### src/rtl/mem_port_arbiter_if.sv
// mem_port_arbiter_if: request, grant, response and SRAM-port signals of the
// shared instruction/data memory arbiter.
//   slave  : arbiter side (takes requests and SRAM read data; drives grants,
//            responses and the SRAM port)
//   master : requester/SRAM side (the opposite directions)
interface mem_port_arbiter_if #(
   parameter int unsigned DATA_WIDTH = 32,
   parameter int unsigned ADDR_WIDTH = 12
);
   // instruction requester
   logic                  i_inst_req;
   logic [ADDR_WIDTH-1:0] i_inst_addr;
   logic                  o_inst_gnt;
   logic                  o_inst_rvalid;
   logic [DATA_WIDTH-1:0] o_inst_rdata;
   // data requester
   logic                  i_data_req;
   logic                  i_data_we;
   logic [ADDR_WIDTH-1:0] i_data_addr;
   logic [DATA_WIDTH-1:0] i_data_wdata;
   logic                  o_data_gnt;
   logic                  o_data_rvalid;
   logic [DATA_WIDTH-1:0] o_data_rdata;
   // SRAM port
   logic                  o_mem_en;
   logic                  o_mem_we;
   logic [ADDR_WIDTH-1:0] o_mem_addr;
   logic [DATA_WIDTH-1:0] o_mem_wdata;
   logic [DATA_WIDTH-1:0] i_mem_rdata;

   modport slave (
      input  i_inst_req, i_inst_addr,
      input  i_data_req, i_data_we, i_data_addr, i_data_wdata,
      input  i_mem_rdata,
      output o_inst_gnt, o_inst_rvalid, o_inst_rdata,
      output o_data_gnt, o_data_rvalid, o_data_rdata,
      output o_mem_en, o_mem_we, o_mem_addr, o_mem_wdata
   );

   modport master (
      output i_inst_req, i_inst_addr,
      output i_data_req, i_data_we, i_data_addr, i_data_wdata,
      output i_mem_rdata,
      input  o_inst_gnt, o_inst_rvalid, o_inst_rdata,
      input  o_data_gnt, o_data_rvalid, o_data_rdata,
      input  o_mem_en, o_mem_we, o_mem_addr, o_mem_wdata
   );
endinterface

### src/rtl/mem_port_arbiter.sv
// mem_port_arbiter: shares one single-port synchronous SRAM between the
// instruction-fetch requester and the data requester. Data has priority
// unless instruction has been denied STARVE_LIMIT consecutive requesting
// cycles. Read data returns one cycle after the grant and is steered to the
// requester recorded in the owner register.
// Ports:
//   i_clk, i_rst_n : clock (rising edge), asynchronous active-low reset
//   bus (slave)    : inst/data requests, grants, read responses, SRAM port
//   o_inst_stall_cnt, o_conflict_cnt : saturating performance counters,
//                    present only when MEM_ARB_PERF_CNT_EN is defined
module mem_port_arbiter #(
   parameter int unsigned DATA_WIDTH   = 32,
   parameter int unsigned ADDR_WIDTH   = 12,
   parameter int unsigned STARVE_LIMIT = 4
) (
   input  logic                 i_clk,
   input  logic                 i_rst_n,
   mem_port_arbiter_if.slave    bus
`ifdef MEM_ARB_PERF_CNT_EN
   ,
   output logic [31:0]          o_inst_stall_cnt,
   output logic [31:0]          o_conflict_cnt
`endif
);

   localparam int unsigned CNT_W = 4;
   localparam logic [CNT_W-1:0] STARVE_MAX = '1;
   localparam logic [CNT_W-1:0] STARVE_THR = CNT_W'(STARVE_LIMIT);

   typedef enum logic [1:0] {
      OWN_NONE = 2'd0,
      OWN_INST = 2'd1,
      OWN_DATA = 2'd2
   } owner_e;

   owner_e           owner_q, owner_nxt;
   logic [CNT_W-1:0] starve_cnt, starve_nxt;
   logic             inst_gnt, data_gnt;
   logic             inst_rvalid, data_rvalid;

   // state registers: response owner and instruction starvation count
   always_ff @(posedge i_clk or negedge i_rst_n) begin
      if (!i_rst_n) begin
         owner_q    <= OWN_NONE;
         starve_cnt <= '0;
      end else begin
         owner_q    <= owner_nxt;
         starve_cnt <= starve_nxt;
      end
   end

   // grant decision, next starvation count and next response owner
   always_comb begin
      inst_gnt   = 1'b0;
      data_gnt   = 1'b0;
      starve_nxt = starve_cnt;
      owner_nxt  = OWN_NONE;

      if (bus.i_inst_req && (!bus.i_data_req || (starve_cnt >= STARVE_THR))) begin
         inst_gnt = 1'b1;
      end else if (bus.i_data_req) begin
         data_gnt = 1'b1;
      end

      if (inst_gnt) begin
         starve_nxt = '0;
      end else if (bus.i_inst_req && (starve_cnt != STARVE_MAX)) begin
         starve_nxt = starve_cnt + CNT_W'(1);
      end

      if (inst_gnt) begin
         owner_nxt = OWN_INST;
      end else if (data_gnt && !bus.i_data_we) begin
         owner_nxt = OWN_DATA;
      end
   end

   assign bus.o_inst_gnt  = inst_gnt;
   assign bus.o_data_gnt  = data_gnt;

   // SRAM port: driven by the granted requester, zero when idle
   assign bus.o_mem_en    = inst_gnt | data_gnt;
   assign bus.o_mem_we    = data_gnt & bus.i_data_we;
   assign bus.o_mem_addr  = inst_gnt ? bus.i_inst_addr :
                            data_gnt ? bus.i_data_addr : ADDR_WIDTH'(0);
   assign bus.o_mem_wdata = data_gnt ? bus.i_data_wdata : DATA_WIDTH'(0);

   // response steering: SRAM data appears one cycle after the read grant
   assign inst_rvalid       = (owner_q == OWN_INST);
   assign data_rvalid       = (owner_q == OWN_DATA);
   assign bus.o_inst_rvalid = inst_rvalid;
   assign bus.o_data_rvalid = data_rvalid;
   assign bus.o_inst_rdata  = inst_rvalid ? bus.i_mem_rdata : DATA_WIDTH'(0);
   assign bus.o_data_rdata  = data_rvalid ? bus.i_mem_rdata : DATA_WIDTH'(0);

`ifdef MEM_ARB_PERF_CNT_EN
   // saturating counts of instruction stall cycles and contended cycles
   always_ff @(posedge i_clk or negedge i_rst_n) begin
      if (!i_rst_n) begin
         o_inst_stall_cnt <= '0;
         o_conflict_cnt   <= '0;
      end else begin
         if (bus.i_inst_req && !inst_gnt && (o_inst_stall_cnt != '1)) begin
            o_inst_stall_cnt <= o_inst_stall_cnt + 32'd1;
         end
         if (bus.i_inst_req && bus.i_data_req && (o_conflict_cnt != '1)) begin
            o_conflict_cnt <= o_conflict_cnt + 32'd1;
         end
      end
   end
`endif

endmodule

### src/flat_wrapper.sv
// flat-port wrapper written by rule: the top's interface ports become plain ports
module mem_port_arbiter_flat 
#(
   parameter int unsigned DATA_WIDTH   = 32,
   parameter int unsigned ADDR_WIDTH   = 12,
   parameter int unsigned STARVE_LIMIT = 4
)
  (i_clk, i_rst_n, bus_i_inst_req, bus_i_inst_addr, bus_i_data_req, bus_i_data_we, bus_i_data_addr, bus_i_data_wdata, bus_i_mem_rdata, bus_o_inst_gnt, bus_o_inst_rvalid, bus_o_inst_rdata, bus_o_data_gnt, bus_o_data_rvalid, bus_o_data_rdata, bus_o_mem_en, bus_o_mem_we, bus_o_mem_addr, bus_o_mem_wdata);
  mem_port_arbiter_if #(.DATA_WIDTH(DATA_WIDTH), .ADDR_WIDTH(ADDR_WIDTH)) bus_i ();
  input  logic i_clk;
  input  logic i_rst_n;
  input wire logic [$bits(bus_i.i_inst_req)-1:0] bus_i_inst_req;
  input wire logic [$bits(bus_i.i_inst_addr)-1:0] bus_i_inst_addr;
  input wire logic [$bits(bus_i.i_data_req)-1:0] bus_i_data_req;
  input wire logic [$bits(bus_i.i_data_we)-1:0] bus_i_data_we;
  input wire logic [$bits(bus_i.i_data_addr)-1:0] bus_i_data_addr;
  input wire logic [$bits(bus_i.i_data_wdata)-1:0] bus_i_data_wdata;
  input wire logic [$bits(bus_i.i_mem_rdata)-1:0] bus_i_mem_rdata;
  output wire logic [$bits(bus_i.o_inst_gnt)-1:0] bus_o_inst_gnt;
  output wire logic [$bits(bus_i.o_inst_rvalid)-1:0] bus_o_inst_rvalid;
  output wire logic [$bits(bus_i.o_inst_rdata)-1:0] bus_o_inst_rdata;
  output wire logic [$bits(bus_i.o_data_gnt)-1:0] bus_o_data_gnt;
  output wire logic [$bits(bus_i.o_data_rvalid)-1:0] bus_o_data_rvalid;
  output wire logic [$bits(bus_i.o_data_rdata)-1:0] bus_o_data_rdata;
  output wire logic [$bits(bus_i.o_mem_en)-1:0] bus_o_mem_en;
  output wire logic [$bits(bus_i.o_mem_we)-1:0] bus_o_mem_we;
  output wire logic [$bits(bus_i.o_mem_addr)-1:0] bus_o_mem_addr;
  output wire logic [$bits(bus_i.o_mem_wdata)-1:0] bus_o_mem_wdata;
  assign bus_i.i_inst_req = bus_i_inst_req;
  assign bus_i.i_inst_addr = bus_i_inst_addr;
  assign bus_i.i_data_req = bus_i_data_req;
  assign bus_i.i_data_we = bus_i_data_we;
  assign bus_i.i_data_addr = bus_i_data_addr;
  assign bus_i.i_data_wdata = bus_i_data_wdata;
  assign bus_i.i_mem_rdata = bus_i_mem_rdata;
  assign bus_o_inst_gnt = bus_i.o_inst_gnt;
  assign bus_o_inst_rvalid = bus_i.o_inst_rvalid;
  assign bus_o_inst_rdata = bus_i.o_inst_rdata;
  assign bus_o_data_gnt = bus_i.o_data_gnt;
  assign bus_o_data_rvalid = bus_i.o_data_rvalid;
  assign bus_o_data_rdata = bus_i.o_data_rdata;
  assign bus_o_mem_en = bus_i.o_mem_en;
  assign bus_o_mem_we = bus_i.o_mem_we;
  assign bus_o_mem_addr = bus_i.o_mem_addr;
  assign bus_o_mem_wdata = bus_i.o_mem_wdata;
  mem_port_arbiter #(.DATA_WIDTH(DATA_WIDTH), .ADDR_WIDTH(ADDR_WIDTH), .STARVE_LIMIT(STARVE_LIMIT)) u_core (.i_clk(i_clk), .i_rst_n(i_rst_n), .bus(bus_i));
endmodule
### config.mk
export PLATFORM = sky130hd
export DESIGN_NAME = mem_port_arbiter_flat
export DESIGN_NICKNAME = d
export VERILOG_FILES = /design/src/rtl/mem_port_arbiter_if.sv /design/src/rtl/mem_port_arbiter.sv /design/src/flat_wrapper.sv
export SDC_FILE = /design/constraint.sdc
export NUM_CORES = 1
export LEC_CHECK = 0
export ABC_AREA = 0
export CORE_ASPECT_RATIO = 0.6
export CORE_UTILIZATION = 21
export CTS_CLUSTER_DIAMETER = 200
export CTS_CLUSTER_SIZE = 10
export DETAILED_ROUTE_END_ITERATION = 7
export PLACE_DENSITY = 0.91
export SLEW_MARGIN = 20
export SYNTH_ARGS = -nofsm -noshare
export SYNTH_HDL_FRONTEND = slang
export SYNTH_SLANG_ARGS = --single-unit
### constraint.sdc
create_clock -name i_clk -period 1.69 [get_ports i_clk]
set_clock_uncertainty 0.15 [all_clocks]
set_input_delay 0.4225 -clock i_clk [delete_from_list [all_inputs] [get_ports i_clk]]
set_output_delay 0.4225 -clock i_clk [all_outputs]
set_load 0.01 [all_outputs]
==> flow_metrics.env, run 1 <==
export IMPL_wl_mm=9.130
export IMPL_cp_max_fo=5
export IMPL_clkSinkCount=6
export IMPL_period_share=1.230
export IMPL_antennaDiodeCount=0
export IMPL_grt_pass1_wl_mm=11.81
export IMPL_htree_levels=1
export IMPL_power_density_mw_per_mm2=344.0
export IMPL_overflow=0
export IMPL_finalMaxSlewViolations=0
export IMPL_synth_nets=268
export IMPL_final_util=0.8175
export IMPL_place_area_mm2=0.003396
export IMPL_ys_types=21
export IMPL_synth_seq_area_share=0.1253
export IMPL_final_min_clock_period_ns=2.080
export IMPL_dieArea_mm2=0.006024
export IMPL_ys_top_cells_by_area="and2_1 (34%), and3_1 (17%), dfrtp_1 (13%)"
export IMPL_io_buffers=206
export IMPL_crit_start="u_core.starve_cnt[3]$_DFFE_PN0P_"
export IMPL_cts_buffer_depth=2
export IMPL_tightestPinTransition_ns=0.2890
export IMPL_grt_pass1_vias=2120
export IMPL_setup_ws_ns=-0.3895
export IMPL_place_gp_congestion=0.8456
export IMPL_postRouteAntennaNets=0
export IMPL_core_area_mm2=0.005280
export IMPL_drt_initial_drc_count=66
export IMPL_synth_top_cell_area_share=0.3392
export IMPL_p_leak_uw=0.002115
export IMPL_critPathRequiredTime_ns=1.12
export IMPL_grtUsageTotal=0.2610
export IMPL_cts_root_buf="clkbuf_8"
export IMPL_syn_inst=174
export IMPL_pre_cts_ws_ns=-0.9311
export IMPL_cp_end_kind="primary output"
export IMPL_max_slew_margin=0.8068
export IMPL_via_count=2293
export IMPL_status="finished with violations"
export IMPL_postCtsHoldBufs=0
export IMPL_drive_gt1_frac=0.6398
export IMPL_whs_ns=0.2985
export IMPL_synth_top_area_cell="and2_1"
export IMPL_finalNonFillerCells=499
export IMPL_drt_drc_violations_left=0
export IMPL_cts_reportedPaths_clkPinSlew_ns=0.04
export IMPL_start_util=0.2270
export IMPL_violations="negative setup slack"
export IMPL_r2r_start="u_core.starve_cnt[3]$_DFFE_PN0P_"
export IMPL_wire_per_inst_um=18.30
export IMPL_cts_buffers=3
export IMPL_num_rows=20
export IMPL_nNetsFinal=518
export IMPL_fin_area_mm2=0.004317
export IMPL_area_growth_pct=260.1
export IMPL_start_kind="flop"
export IMPL_clk_latency_ns=0.22
export IMPL_grt_antenna_before_repair=0
export IMPL_avgSynthCellArea_um2=6.889
export IMPL_vias_per_cell=4.595
export IMPL_dp_hpwl_mm=5.540
export IMPL_dp_cells=453
export IMPL_ys_ff_latch=6
export IMPL_die_x_um=99.54
export IMPL_synth_warnings=0
export IMPL_hold_path_class="in -> async"
export IMPL_rsz0062_at_grt="yes"
export IMPL_finalHoldViolations=0
export IMPL_worstPathArrival_ns=1.51
export IMPL_grt_max_degree=39
export IMPL_first_pass_iters=4
export IMPL_cap_violations=0
export IMPL_worst_setup_path_type="reg -> out"
export IMPL_syn_area_mm2=0.001199
export IMPL_peakVddDrop_uv=455.9
export IMPL_setup_viol=113
export IMPL_io_pins=207
export IMPL_cts_tree="done"
export IMPL_die_height_um=60.52
export IMPL_fmax_ghz=0.4809
cells in the final DEF (no fill, tap or decap):
cell type	synthesis	final
buf_6	4	108
nor2b_2	1	1
bufbuf_16	0	1
and2_1	65	3
nor3b_4	1	1
o21a_1	1	1
nor3b_2	1	1
buf_2	3	35
o21ai_4	1	2
ha_1	1	1
and2b_4	0	1
and2b_2	0	1
buf_8	0	1
nor2b_4	0	1
nor2b_1	3	2
o22ai_1	12	7
nor4b_1	1	1
buf_16	0	5
dfrtp_2	0	2
clkbuf_16	0	1
dfrtp_1	6	4
or2_2	1	1
mux2_2	1	1
nand2_1	24	24
a31o_2	2	2
and2_4	0	62
buf_12	0	12
clkdlybuf4s50_1	0	90
o22ai_2	0	5
and3_4	0	14
and3_1	33	19
buf_4	4	9
clkbuf_8	0	3
Yosys cell counts (all sizes together):
cell type	instances
and3	33
nor4b	1
or2	1
nand2	24
nor2b	4
o21ai	1
a31o	2
o22ai	12
nor3b	2
and2b	2
o21a	1
dfrtp	6
and2	65
buf	11
mux2	1
clkbuf	7
ha	1
metrics by stage:
stage                     total power [uW]  TNS [ns]
after floorplan                      438.9         0
after global placement               968.7    -69.11
after detailed placement             983.1    -72.24
after CTS                             1369    -30.25
after global routing                  1553    -35.48
final                                 1485    -31.76
critical path, cell delays in order (launching register included):
cell	delay (ns)
dfrtp_2	0.41
buf_6	0.12
buf_6	0.11
nor3b_4	0.27
buf_6	0.17
o22ai_2	0.07
buf_2	0.14
area by class of cell:
cell class	count	area, um^2
multi-input combinational	151	1216
sequential	6	152.6
timing repair buffer	262	2810
fill	325	963.4
clock buffer	3	41.29
tap	77	96.34
sequential cells by signal, summed over array words and instances, names as in the netlist:
name	count
u_core.owner_q	2
u_core.starve_cnt	4
power by group:
part | total [uW] | switching (uW) | internal, uW
logic | 1100 | 387 | 713
registers | 168 | 9.34 | 158
clock network | 217 | 64.2 | 153
routing by layer:
metal / routed length [um] / global-route usage / vias up
li1: - / - / 1077
met1: 3709 / 0.3287 / 1128
met2: 4834 / 0.4841 / 82
met3: 532 / 0.05184 / 6
met4: 54 / 0.03571 / 0
met5: 0 / 0 / -
repair_timing:
item                                    in CTS  in global routing
pin swaps                                   45                 20
buffers inserted                            30                  3
cloned                                      10                  2
resized for setup                          602                 82
endpoints found under the setup margin     117                114
final timing paths:
| path | end | slack, ns | cells after the start |
|---|---|---|---|
| min reg2reg | u_core.starve_cnt[0]$_DFFE_PN0P_ | 0.41 | 1 |
| max | bus_o_mem_addr[9] | -0.39 | 6 |
| min | u_core.starve_cnt[1]$_DFFE_PN0P_ | 0.30 | 1 |
| max in group asynchronous | u_core.starve_cnt[3]$_DFFE_PN0P_ | 0.85 | 1 |
| min in group i_clk | u_core.starve_cnt[0]$_DFFE_PN0P_ | 0.41 | 1 |
| max reg2reg | u_core.owner_q[0]$_DFF_PN0_ | 0.01 | 8 |
cell families (layout without fill, tap and decap cells):
logic type	count (synthesis)	in the layout	synth area share
multiplexers	1	1	0.009394
buffers and inverters	18	265	0.09708
adder cells (fa/ha/maj)	1	1	0.01044
AO/OA/AOI/OAI	16	17	0.09708
flip-flops	6	6	0.1253
AND/OR/NAND/NOR	132	132	0.6608
(Power assumes the default switching activity.)
==> run 2, diff against run 1 <==
Settings changed: RECOVER_POWER set to 50, SLEW_MARGIN 20 to not set.
==> flow_metrics.env, run 2 (same netlist as run 1, synthesis figures left out) <==
export IMPL_status="finished with violations"
export IMPL_violations="negative setup slack"
export IMPL_worstPathArrival_ns=1.51
export IMPL_drt_initial_drc_count=66
export IMPL_grt_pass1_wl_mm=11.81
export IMPL_critical_path_buf_inv_count=4
export IMPL_peakVddDrop_uv=455.4
export IMPL_start_util=0.2270
export IMPL_setup_ws_ns=-0.3897
export IMPL_cp_max_fo=5
export IMPL_overflow=0
export IMPL_swShare=0.3109
export IMPL_max_stage_delay_ns=0.41
export IMPL_area_growth_pct=260.1
export IMPL_final_common_cell="buf_6"
export IMPL_first_pass_iters=4
export IMPL_nNetsFinal=518
export IMPL_cp_end_kind="primary output"
export IMPL_clkSinkCount=6
export IMPL_multi_input_area_mm2=0.001216
export IMPL_worst_setup_path_type="reg -> out"
export IMPL_largest_reg_flops=4
export IMPL_wl_met1_mm=3.738
export IMPL_fmax_ghz=0.4808
export IMPL_wl_mm=9.132
export IMPL_cpMostUsedCell="buf_6"
export IMPL_cap_violations=0
export IMPL_wire_per_inst_um=18.30
export IMPL_dieArea_mm2=0.006024
export IMPL_place_gp_congestion=0.8456
export IMPL_io_buffers=206
export IMPL_postRouteAntennaNets=0
export IMPL_p_clk_frac=0.147
export IMPL_grtUsageTotal=0.2610
export IMPL_grt_max_degree=39
export IMPL_power_frac_comb=0.741
export IMPL_fillCellCount=325
export IMPL_fin_setup_tns_ns=-31.77
export IMPL_crit_slowest_cell="dfrtp_2"
export IMPL_via_count=2292
export IMPL_drive_gt1_frac=0.6398
export IMPL_final_min_clock_period_ns=2.080
export IMPL_p_leak_uw=0.002115
export IMPL_finalMaxSlewViolations=0
export IMPL_grt_pass1_vias=2120
export IMPL_critPathRequiredTime_ns=1.12
export IMPL_reg_largest_list="u_core.starve_cnt x4, u_core.owner_q x2"
export IMPL_antennaDiodeCount=0
export IMPL_crit_chain="buf_6, buf_6, nor3b_4, buf_6, o22ai_2, buf_2"
export IMPL_top_register="u_core.starve_cnt"
export IMPL_r2r_start="u_core.starve_cnt[3]$_DFFE_PN0P_"
export IMPL_postCtsHoldBufs=0
export IMPL_cts_buffer_depth=2
export IMPL_finalHoldViolations=0
export IMPL_power_density_mw_per_mm2=344.2
export IMPL_met3_length_um=503
export IMPL_clk_latency_ns=0.22
export IMPL_tightestPinTransition_ns=0.2938
export IMPL_cts_buffers=3
export IMPL_intPower_uw=1024
export IMPL_vias_per_cell=4.593
export IMPL_die_height_um=60.52
export IMPL_switching_power_uw=461.8
export IMPL_dr_wl_met2_mm=4.835
export IMPL_cts_root_buf="clkbuf_8"
export IMPL_place_area_mm2=0.003396
export IMPL_cts_tree="done"
export IMPL_max_slew_margin=0.8035
export IMPL_setup_viol=113
export IMPL_rrSetupSlack_ns=0.01
export IMPL_final_cell_mix="buf_6 (108), clkdlybuf4s50_1 (89), and2_4 (62)"
export IMPL_drt_drc_violations_left=0
export IMPL_highest_layer="met4"
export IMPL_area_sequential_um2=152.6
export IMPL_r2r_cells=8
export IMPL_grt_antenna_before_repair=0
export IMPL_htree_levels=1
export IMPL_io_pins=207
export IMPL_fin_area_mm2=0.004317
export IMPL_start_kind="flop"
export IMPL_sequentialPowerShare=0.113
export IMPL_path_delay_family="buffers and inverters"
export IMPL_dp_hpwl_mm=5.540
export IMPL_die_x_um=99.54
export IMPL_core_area_mm2=0.005280
export IMPL_cts_reportedPaths_clkPinSlew_ns=0.04
export IMPL_hold_path_class="in -> async"
export IMPL_worstReg2RegEnd="u_core.owner_q[0]$_DFF_PN0_"
export IMPL_period_share=1.231
export IMPL_rsz0062_at_grt="yes"
export IMPL_num_rows=20
==> run 2: changes by cell type in the layout (fill, tap and decap cells not counted), sizes merged <==
cell,delta
dlygate4sd3,+1
clkdlybuf4s50,-1
==> run 2: worst reg2reg max path, cell delays in order, from the launching register on <==
cell     delay [ns]
dfrtp_2        0.41
buf_6          0.12
buf_6          0.11
nor3b_4        0.27
buf_6          0.17
nor2b_4        0.05
buf_6          0.11
buf_6          0.10
buf_6          0.10
==> run 2: worst max-delay path by stage <==
stage,start,to,slack (ns),depth (start not counted)
final,u_core.starve_cnt[3]$_DFFE_PN0P_,bus_o_mem_addr[9],-0.39,6
after CTS,u_core.starve_cnt[3]$_DFFE_PN0P_,bus_o_mem_addr[0],-0.39,6
after global routing,u_core.starve_cnt[3]$_DFFE_PN0P_,bus_o_mem_addr[9],-0.44,6
after detailed placement,bus_i_inst_req,bus_o_mem_addr[1],-0.93,5
after global placement,bus_i_inst_req,bus_o_mem_addr[0],-0.89,5
after floorplan,u_core.starve_cnt[2]$_DFFE_PN0P_,bus_o_mem_addr[10],0.05,3
==> run 2: cell type report <==
class | count | area share
Clock buffer | 3 | 0.009565
Multi-Input combinational cell | 151 | 0.2817
Sequential cell | 6 | 0.03536
Tap cell | 77 | 0.02232
Timing Repair Buffer | 262 | 0.6510
==> run 2: power groups by stage <==
stage               sequential [uW]  combinational [uW]  clock [uW]
floorplan                       168                 271           0
global placement                168                 801           0
detailed placement              169                 815           0
CTS                             166                 982         221
global route                    169                1150         235
finish                          168                1100         218
==> run 2: layer usage <==
| layer | vias up | GRT usage |
|---|---|---|
| met5 | - | 0 |
| li1 | 1077 | - |
| met1 | 1128 | 0.3287 |
| met4 | 0 | 0.03571 |
| met3 | 6 | 0.05184 |
| met2 | 81 | 0.4841 |
==> run 2: what timing repair did <==
action / in CTS / in global routing
gates resized for setup: 602 / 82
cloned: 10 / 2
setup buffers: 30 / 3
pin swaps: 45 / 20
setup endpoints to repair: 117 / 114
==> run 2: metrics by stage <==
step                std cells  hold WS, ns    util  worst slack (ns)  total power (uW)
detailed placement        453       0.3983  0.6431           -0.9311             983.1
CTS                       496       0.2971  0.7462           -0.3939              1369
global placement          453       0.3885  0.6431           -0.8889             968.7
global route              499       0.3907  0.8175           -0.4413              1553
finish                    499       0.3688  0.8175           -0.3897              1486
floorplan                 174     -0.02309       -           0.04812             438.9
